===== config.mk =====
export PLATFORM = sky130hd
export DESIGN_NAME = noc_input_buffer
export DESIGN_NICKNAME = d
export VERILOG_FILES = /design/src/rtl/noc_pkg.sv /design/src/rtl/noc_fifo.sv /design/src/rtl/noc_input_buffer.sv
export SDC_FILE = /design/constraint.sdc
export NUM_CORES = 1
export LEC_CHECK = 0
export ABC_AREA = 1
export BUFFER_PORTS_ARGS = -buffer_cell sky130_fd_sc_hd__buf_2
export CORE_MARGIN = 10
export CORE_UTILIZATION = 61
export DETAILED_ROUTE_END_ITERATION = 6
export GPL_TIMING_DRIVEN = 0
export PLACE_DENSITY = 0.86
export SYNTH_ARGS = -nofsm -noshare
export SYNTH_HDL_FRONTEND = slang
export SYNTH_SLANG_ARGS = --single-unit

===== constraint.sdc =====
create_clock -name clk -period 5.69 [get_ports clk]
set_input_delay 0.8535 -clock clk [delete_from_list [all_inputs] [get_ports clk]]
set_output_delay 0.8535 -clock clk [all_outputs]
set_load 0.02 [all_outputs]

===== src/rtl/noc_pkg.sv =====
// rtl/noc_pkg.sv - shared NoC types: flit encodings, port directions, header field offsets
package noc_pkg;

    typedef enum logic [1:0] {
        FLIT_HEAD     = 2'b00,
        FLIT_BODY     = 2'b01,
        FLIT_TAIL     = 2'b10,
        FLIT_HEADTAIL = 2'b11
    } flit_type_e;

    localparam logic [2:0] EAST  = 3'd0;
    localparam logic [2:0] WEST  = 3'd1;
    localparam logic [2:0] NORTH = 3'd2;
    localparam logic [2:0] SOUTH = 3'd3;
    localparam logic [2:0] LOCAL = 3'd4;

    // dest_x starts at bit 0; dest_y sits directly above dest_x.
    localparam int DEST_X_LSB = 0;

    function automatic int dest_y_lsb(input int x_bits);
        return DEST_X_LSB + x_bits;
    endfunction

endpackage


===== src/rtl/noc_fifo.sv =====
// rtl/noc_fifo.sv - first-word-fall-through FIFO with full/empty flags
//
// Ports: clk, rst (async active-high), push/wdata write side, pop/rdata read
// side (rdata shows the oldest entry whenever empty=0), full, empty.
// A push while full is accepted only if a pop happens in the same cycle.
module noc_fifo #(
    parameter int WIDTH = 34,
    parameter int DEPTH = 4
) (
    input  logic             clk,
    input  logic             rst,
    input  logic             push,
    input  logic [WIDTH-1:0] wdata,
    input  logic             pop,
    output logic [WIDTH-1:0] rdata,
    output logic             full,
    output logic             empty
);

    localparam int AW = $clog2(DEPTH);
    localparam logic [AW:0] PTR_ONE = {{AW{1'b0}}, 1'b1};

    logic [AW:0]      wr_ptr_q, wr_ptr_d;
    logic [AW:0]      rd_ptr_q, rd_ptr_d;
    logic [WIDTH-1:0] mem_q [DEPTH];
    logic             do_push, do_pop;

    // The extra pointer bit separates full (MSBs differ) from empty (equal).
    assign empty = (wr_ptr_q == rd_ptr_q);
    assign full  = (wr_ptr_q[AW] != rd_ptr_q[AW]) &&
                   (wr_ptr_q[AW-1:0] == rd_ptr_q[AW-1:0]);
    assign rdata = mem_q[rd_ptr_q[AW-1:0]];

    always_comb begin
        do_pop   = pop && !empty;
        do_push  = push && (!full || do_pop);
        wr_ptr_d = do_push ? wr_ptr_q + PTR_ONE : wr_ptr_q;
        rd_ptr_d = do_pop  ? rd_ptr_q + PTR_ONE : rd_ptr_q;
    end

    always_ff @(posedge clk or posedge rst) begin
        if (rst) begin
            wr_ptr_q <= '0;
            rd_ptr_q <= '0;
        end else begin
            wr_ptr_q <= wr_ptr_d;
            rd_ptr_q <= rd_ptr_d;
        end
    end

    // Storage needs no reset: empty pointers hide stale contents.
    always_ff @(posedge clk) begin
        if (do_push) begin
            mem_q[wr_ptr_q[AW-1:0]] <= wdata;
        end
    end

endmodule


===== src/rtl/noc_input_buffer.sv =====
// rtl/noc_input_buffer.sv - NoC input port buffer with wormhole tracking and credit return
//
// Ports: clk, rst (async active-high); in_valid/in_type/in_data input link;
// credit_out one pulse per flit removed; out_valid/out_ready/out_data/out_type
// plus out_dest_x/out_dest_y toward the route stage; err sticky error.
// Optional macro NOC_IBUF_STATS_EN adds pkt_count/flit_count saturating counters.
module noc_input_buffer
    import noc_pkg::*;
#(
    parameter int WIDTH  = 32,
    parameter int X_SIZE = 4,
    parameter int Y_SIZE = 4,
    parameter int X_BITS = $clog2(X_SIZE),
    parameter int Y_BITS = $clog2(Y_SIZE),
    parameter int DEPTH  = 4
) (
    input  logic              clk,
    input  logic              rst,
    input  logic              in_valid,
    input  logic [1:0]        in_type,
    input  logic [WIDTH-1:0]  in_data,
    output logic              credit_out,
    output logic              out_valid,
    input  logic              out_ready,
    output logic [WIDTH-1:0]  out_data,
    output logic [1:0]        out_type,
    output logic [X_BITS-1:0] out_dest_x,
    output logic [Y_BITS-1:0] out_dest_y,
`ifdef NOC_IBUF_STATS_EN
    output logic [15:0]       pkt_count,
    output logic [15:0]       flit_count,
`endif
    output logic              err
);

    localparam int Y_LSB = dest_y_lsb(X_BITS);

    typedef enum logic {ST_IDLE = 1'b0, ST_ACTIVE = 1'b1} state_e;

    state_e            state_q, state_d;
    logic [X_BITS-1:0] dest_x_q, dest_x_d;
    logic [Y_BITS-1:0] dest_y_q, dest_y_d;
    logic              credit_q, credit_d;
    logic              err_q, err_d;

    logic [WIDTH+1:0]  head_flit;
    logic              fifo_full, fifo_empty;
    flit_type_e        head_type;
    logic [X_BITS-1:0] head_dest_x;
    logic [Y_BITS-1:0] head_dest_y;
    logic              is_start, drop, accept, pop, overflow;

    noc_fifo #(
        .WIDTH (WIDTH + 2),
        .DEPTH (DEPTH)
    ) u_fifo (
        .clk   (clk),
        .rst   (rst),
        .push  (in_valid),
        .wdata ({in_type, in_data}),
        .pop   (pop),
        .rdata (head_flit),
        .full  (fifo_full),
        .empty (fifo_empty)
    );

    assign head_type   = flit_type_e'(head_flit[WIDTH+1:WIDTH]);
    assign head_dest_x = head_flit[DEST_X_LSB +: X_BITS];
    assign head_dest_y = head_flit[Y_LSB +: Y_BITS];

    always_comb begin
        is_start = (head_type == FLIT_HEAD) || (head_type == FLIT_HEADTAIL);
        // A start flit is legal only between packets, a continuation only inside one.
        out_valid = !fifo_empty && ((state_q == ST_IDLE) ? is_start : !is_start);
        drop      = !fifo_empty && !out_valid;
        accept    = out_valid && out_ready;
        pop       = accept || drop;
        overflow  = in_valid && fifo_full && !pop;

        state_d  = state_q;
        dest_x_d = dest_x_q;
        dest_y_d = dest_y_q;
        credit_d = pop;
        err_d    = err_q || drop || overflow;

        if (accept) begin
            if (state_q == ST_IDLE) begin
                // HEADTAIL also latches so the dest outputs hold after it leaves.
                dest_x_d = head_dest_x;
                dest_y_d = head_dest_y;
                if (head_type == FLIT_HEAD) begin
                    state_d = ST_ACTIVE;
                end
            end else if (head_type == FLIT_TAIL) begin
                state_d = ST_IDLE;
            end
        end

        // While a head is waiting in IDLE its own payload drives the dest lines.
        if (out_valid && (state_q == ST_IDLE)) begin
            out_dest_x = head_dest_x;
            out_dest_y = head_dest_y;
        end else begin
            out_dest_x = dest_x_q;
            out_dest_y = dest_y_q;
        end
    end

    assign out_data   = head_flit[WIDTH-1:0];
    assign out_type   = head_flit[WIDTH+1:WIDTH];
    assign credit_out = credit_q;
    assign err        = err_q;

    always_ff @(posedge clk or posedge rst) begin
        if (rst) begin
            state_q  <= ST_IDLE;
            dest_x_q <= '0;
            dest_y_q <= '0;
            credit_q <= 1'b0;
            err_q    <= 1'b0;
        end else begin
            state_q  <= state_d;
            dest_x_q <= dest_x_d;
            dest_y_q <= dest_y_d;
            credit_q <= credit_d;
            err_q    <= err_d;
        end
    end

`ifdef NOC_IBUF_STATS_EN
    logic [15:0] pkt_count_q, pkt_count_d;
    logic [15:0] flit_count_q, flit_count_d;

    always_comb begin
        pkt_count_d  = pkt_count_q;
        flit_count_d = flit_count_q;
        if (accept && is_start && (pkt_count_q != 16'hFFFF)) begin
            pkt_count_d = pkt_count_q + 16'd1;
        end
        if (accept && (flit_count_q != 16'hFFFF)) begin
            flit_count_d = flit_count_q + 16'd1;
        end
    end

    always_ff @(posedge clk or posedge rst) begin
        if (rst) begin
            pkt_count_q  <= '0;
            flit_count_q <= '0;
        end else begin
            pkt_count_q  <= pkt_count_d;
            flit_count_q <= flit_count_d;
        end
    end

    assign pkt_count  = pkt_count_q;
    assign flit_count = flit_count_q;
`endif

endmodule

# Word level (Yosys, flattened, before mapping)
# Memory sizes are Yosys's and may differ from the RTL's.
# Index checks and enable logic that the tools add are counted.
# word_totals
reg_bits	13
input_bits	38
ram_bits	136
out_inout_bits	41
n_memories	1
word_cells	45
# memory_table
name	words	word_bits	read_ports	rd_clocked_by_memory_dff	wr	line	rtl
u_fifo.mem_q	4	34	1	0	1	noc_fifo.sv:25	logic [WIDTH-1:0] mem_q [DEPTH];
# op_classes
add_sub_neg	2
eq_ne	5
n_reduce_logical	21
muxes	8
bitwise_logic	1
# ops
op	count
$logic_and 1x1->1	9
$add 3x1->3 const B	2
$mux 1	6
$logic_not 1->1	5
$logic_or 1x1->1	5
$eq 2x2->1 const B	2
$mux 2	2
$eq 3x3->1	1
$eq 2x2->1	1
$logic_not 2->1	1
$reduce_and 2->1	1
$ne 1x1->1	1
$not 1->1	1

# Longest topological paths before layout
# An unclocked memory read counts as a cell.
# logic_depth
ltp_word	14
mapped_depth	14
mapped_depth_nobuf	13

# Modules after synthesis
# From an unflattened synthesis, not the netlist that was laid out.
# hier_totals
cells_unflattened	445
hier_area_um2	5926.9
# by_module_without_submodules
mod	seq_area_each_um2	cells_each	instances	area_per_inst_um2
noc_fifo	4234.1	390	1	5494.0
noc_input_buffer	175.2	55	1	432.9

# Least setup slack after synthesis
# No wires, ideal clock.
# synth_timing
path_type	reg-to-reg
startpoint	register u_fifo.rd_ptr_q[0]
endpoint	memory u_fifo.mem_q[3][0] (enable)
t_arrival_ns	2.775
path_stages_with_launch	13
required_time_ns	5.265
path_slack_ns	2.490
n_path_buf	1
setup_ns	0.425
cell_sequence	dfrtp_1 > buf_4 > inv_4 > nand2_1 > nand3_1 > nand2_2 > inv_2 > nand3_1 > nand2_2 > nor2_8 > nand3_4 > nand2_4 > nor2_1
# synth_via
elab_chain_len	14
word_cells_on_any_way	21
classes_between	eq/ne: 3; mux: 3; reduce/logical: 14; memory: 1
# synth_rtl
item	line	rtl
from (decl)	noc_fifo.sv:24	logic [AW:0] rd_ptr_q, rd_ptr_d;
from (signal assigned)	noc_fifo.sv:47	rd_ptr_q <= rd_ptr_d;
$mem_v2 4x34 (*)	-	
net out_type[0]	noc_input_buffer.sv:26	output logic [1:0] out_type,
$eq 2x2->1 or $logic_not 2->1 (tied branches)	noc_input_buffer.sv:72	is_start = (head_type == FLIT_HEAD) || (head_type == FLIT_HEADTAIL);
$logic_or 1x1->1 (*)	noc_input_buffer.sv:72	
$logic_not 1->1	noc_input_buffer.sv:74	out_valid = !fifo_empty && ((state_q == ST_IDLE) ? is_start : !is_start);
$mux 1 (*)	noc_input_buffer.sv:74	
$logic_and 1x1->1 (*)	noc_input_buffer.sv:74	
net out_valid	noc_input_buffer.sv:23	output logic out_valid,
$logic_not 1->1	noc_input_buffer.sv:75	drop = !fifo_empty && !out_valid;
$logic_and 1x1->1	noc_input_buffer.sv:75	
$logic_or 1x1->1 (*)	noc_input_buffer.sv:77	pop = accept || drop;
$logic_and 1x1->1 (*)	noc_fifo.sv:35	do_pop = pop && !empty;
$logic_or 1x1->1 (*)	noc_fifo.sv:36	do_push = push && (!full || do_pop);
$logic_and 1x1->1 (*)	noc_fifo.sv:36	
$mux 1 (*)	noc_fifo.sv:53	if (do_push) begin
$mux 1 (implied by the code) (*)	noc_fifo.sv:54	mem_q[wr_ptr_q[AW-1:0]] <= wdata;
to (decl)	noc_fifo.sv:25	
# Mark *: on every way through the listed nets, which the timed path passes. The rest lies on a longest branch.

# Worst setup path in the final report
# layout_timing
startpoint	register u_fifo.rd_ptr_q[1]
endpoint	output port out_data[25]
# layout_via
elab_chain_len	1
# layout_rtl
item	line	rtl
$mem_v2 4x34	-	
to (decl)	noc_input_buffer.sv:25	output logic [WIDTH-1:0] out_data,
# Every way passes these cells.

==> results by group <==
Outcome
  • Status: complete, no violations

Synth
  • Count leader, synth: edfxtp_1
  • Synthesized area: between 5000 and 6000 sq um
  • Yosys top cell area share: 0.6976
  • Ys Warns: 0
  • Instance count of the mapped netlist: 437
  • Share of flip-flops with an asynchronous set or reset: 0.08725
  • Commonest cells post-synth: edfxtp_1, nor2_1, o21ai_0, nand2_1, o22ai_1
  • Sequential share of the synthesized area: 0.7532
  • EDFF count, synth: 136
  • Post-synth top flop: edfxtp_1
  • Post-synthesis net count: 480
  • Top cells by area, synth: edfxtp_1, dfrtp_1, o21ai_0, nor2_1, o22ai_1
  • Netlist cell types: 28
  • Synthesis-stage register bit count: between 100 and 150
  • Average size of a mapped cell: approximately 13 sq um
  • Synth area leader: edfxtp_1

Worst setup path
  • Slowest CP cell: dfrtp_1
  • CP peak stage delay: 0.49 ns
  • Arr. time, crit path: 2.76 ns
  • CP Class: reg -> out
  • Setup crit start kind: flop
  • Worst path cell trace: inv_2 -> buf_6 -> clkbuf_1 -> clkbuf_1 -> o21ai_0 -> o22ai_1 -> buf_2
  • Data required time of the worst path: 4.84 ns
  • Worst path most repeated cell: clkbuf_1
  • Setup crit start: u_fifo.rd_ptr_q[1]
  • Crit path buf inv count: 5
  • Crit path capture type: output port
  • CP delay by family, top: buffers and inverters
  • R2R Path Start: u_fifo.rd_ptr_q[0]
  • CP Max Fanout: 10

STA
  • Tmin final: 3.612 ns
  • Final Cycle Share: 0.6347
  • Pins Over Slew Limit: 0
  • Min Hold Slack: 0.3429 ns
  • Highest clock rate: 0.2769 GHz
  • Slew headroom: 0.5966
  • Fin Clk Skew: 0.008833 ns
  • Worst slew pin tran: around 0.60 ns
  • Setup_tns: 0 ns
  • RSZ-0062 raised after global routing: false
  • Setup Viol. Count Final: 0
  • Final hold viol count: 0

Finish
  • Area delta synth->final: 21.09%
  • Nets: 581
  • Share of cells above drive strength 1: 0.2577
  • N_diodes: 0

Route
  • Via Count: 3,967
  • Pre-antenna DRT Iters: 5
  • Final WL: 13,730 um
  • Post-route DRC violation count: 0
  • Iter 0 DRT Violations: 352
  • Avg WL per Cell: 20.19 um
  • Vias per cell: 5.834
  • Final ANT Viol Nets: 0

Pwr
  • Lkg Pwr: approximately 2.6 nW
  • VDD IR max: 0.3208 mV
  • Power Density: 618.7 nW/um^2
  • Total power: 4.386 mW

Flow run
  • Max Cap Violations: 0

Clocking
  • Worst-path clk slew: 0.07 ns
  • Setup bufs post-CTS: 0
  • Clk Latency, worst-skew pair: 0.53 ns
  • # clock sinks: 149
  • CTS max path bufs: 2
  • CTS tree: built
  • PostCTS Resize Cnt: 0
  • H-tree depth: 4
  • Root Buffer: clkbuf_8
  • CTS buffer count: 17
  • Hold Buf Count CTS: 0

GRT
  • Largest net degree at the start of global routing: 28
  • Total GRT Usage: 0.1983
  • Global-route wire length before repair: 21,550 um
  • Vias in the first global route: ~4,100
  • Overflow after GRT: 0
  • Initial antenna violation count: 0

Floorplan
  • Die width: roughly 120 um
  • Die Footprint: 13,920 sq um
  • Die span in y: 118.0 um
  • Ports: 79
  • Std cell rows: 35
  • Initial Utilization: 0.6306
  • Core area: 9284 sq um

Place
  • HPWL Detailed: 8865 um
  • Gpl congestion: between 0.7 and 0.8
  • I/O Buffers: just under 80

Hold path
  • Hold Path Class: in -> async
## logic make-up (layout without fill, tap and decap cells)
family                     count (synthesis)  after routing  share of synthesized area
adders and majority gates                  5              5                    0.01069
and+or+nand+nor                          133            133                     0.1034
AOI/OAI and AO/OA                        104            104                    0.09746
buffers and inverters                     43            157                    0.03078
DFF                                      149            149                     0.7532
xor gates and xnor gates                   3              3                   0.004489
## area by class of cell
type	instances	area, sq um
buffer	22	98.84
clock buffer	19	421.7
clock inverter	13	143.9
fill	560	2195
inverter	21	81.33
multi-input combinational	245	1295
sequential	149	4409
tap	129	161.4
timing repair buffer	82	478.0
## state kept, by name, indices dropped and copies added (netlist names), named ones only
signal,count
dest_y_q,2
u_fifo.rd_ptr_q,3
err,1
u_fifo.wr_ptr_q,3
dest_x_q,2
u_fifo.mem_q,136
credit_out,1
## stage by stage
step | util | area [sq um] | worst slack (ns) | std cells
global placement | 0.6900 | 6406 | 1.489 | 644
CTS | 0.7636 | 7089 | 2.084 | 680
detailed placement | 0.7027 | 6524 | 2.665 | 648
global route | 0.7636 | 7089 | 1.829 | 680
floorplan | - | 5854 | 2.490 | 437
finish | 0.7636 | 7089 | 2.078 | 680
## placed cells by master, fill, tap and decap left out, types with 4 or more instances in the layout
cell	netlist	final
nor2_1	61	57
o21ai_0	60	60
buf_2	4	82
edfxtp_1	136	136
clkbuf_16	0	16
nand3_1	11	11
o21ai_1	7	7
inv_1	17	17
nor2_4	1	5
clkbuf_1	15	17
a21oi_1	5	5
o22ai_1	28	28
nand2_2	8	8
nand2_1	45	45
dfrtp_1	13	13
ha_1	5	5
a32oi_1	4	4
## layer usage
layer,wire (um),GRT usage,vias to the layer above
met5,0,0,-
met4,187,0.06801,0
met3,1289,0.06667,19
met2,7058,0.3409,198
met1,5191,0.2260,1960
li1,-,-,1790
## report_power, final
group / internal, mW / switching, mW / total (mW)
logic: 0.530 / 1.26 / 1.79
clock network: 0.595 / 0.459 / 1.05
registers: 1.45 / 0.0863 / 1.54
total: 2.58 / 1.81 / 4.39
## final timing paths
| kind | to | slack (ns) | cells past startpoint |
|---|---|---|---|
| worst max-delay path | out_data[25] | 2.08 | 7 |
| worst min-delay path | dest_y_q[1] | 0.34 | 2 |
| worst max register to register | u_fifo.mem_q[3][24] | 3.19 | 13 |
| worst min register to register | err | 0.49 | 2 |
| max in group asynchronous | u_fifo.rd_ptr_q[0] | 5.00 | 2 |
| min in group clk | err | 0.49 | 2 |
(Power assumes the default switching activity.)
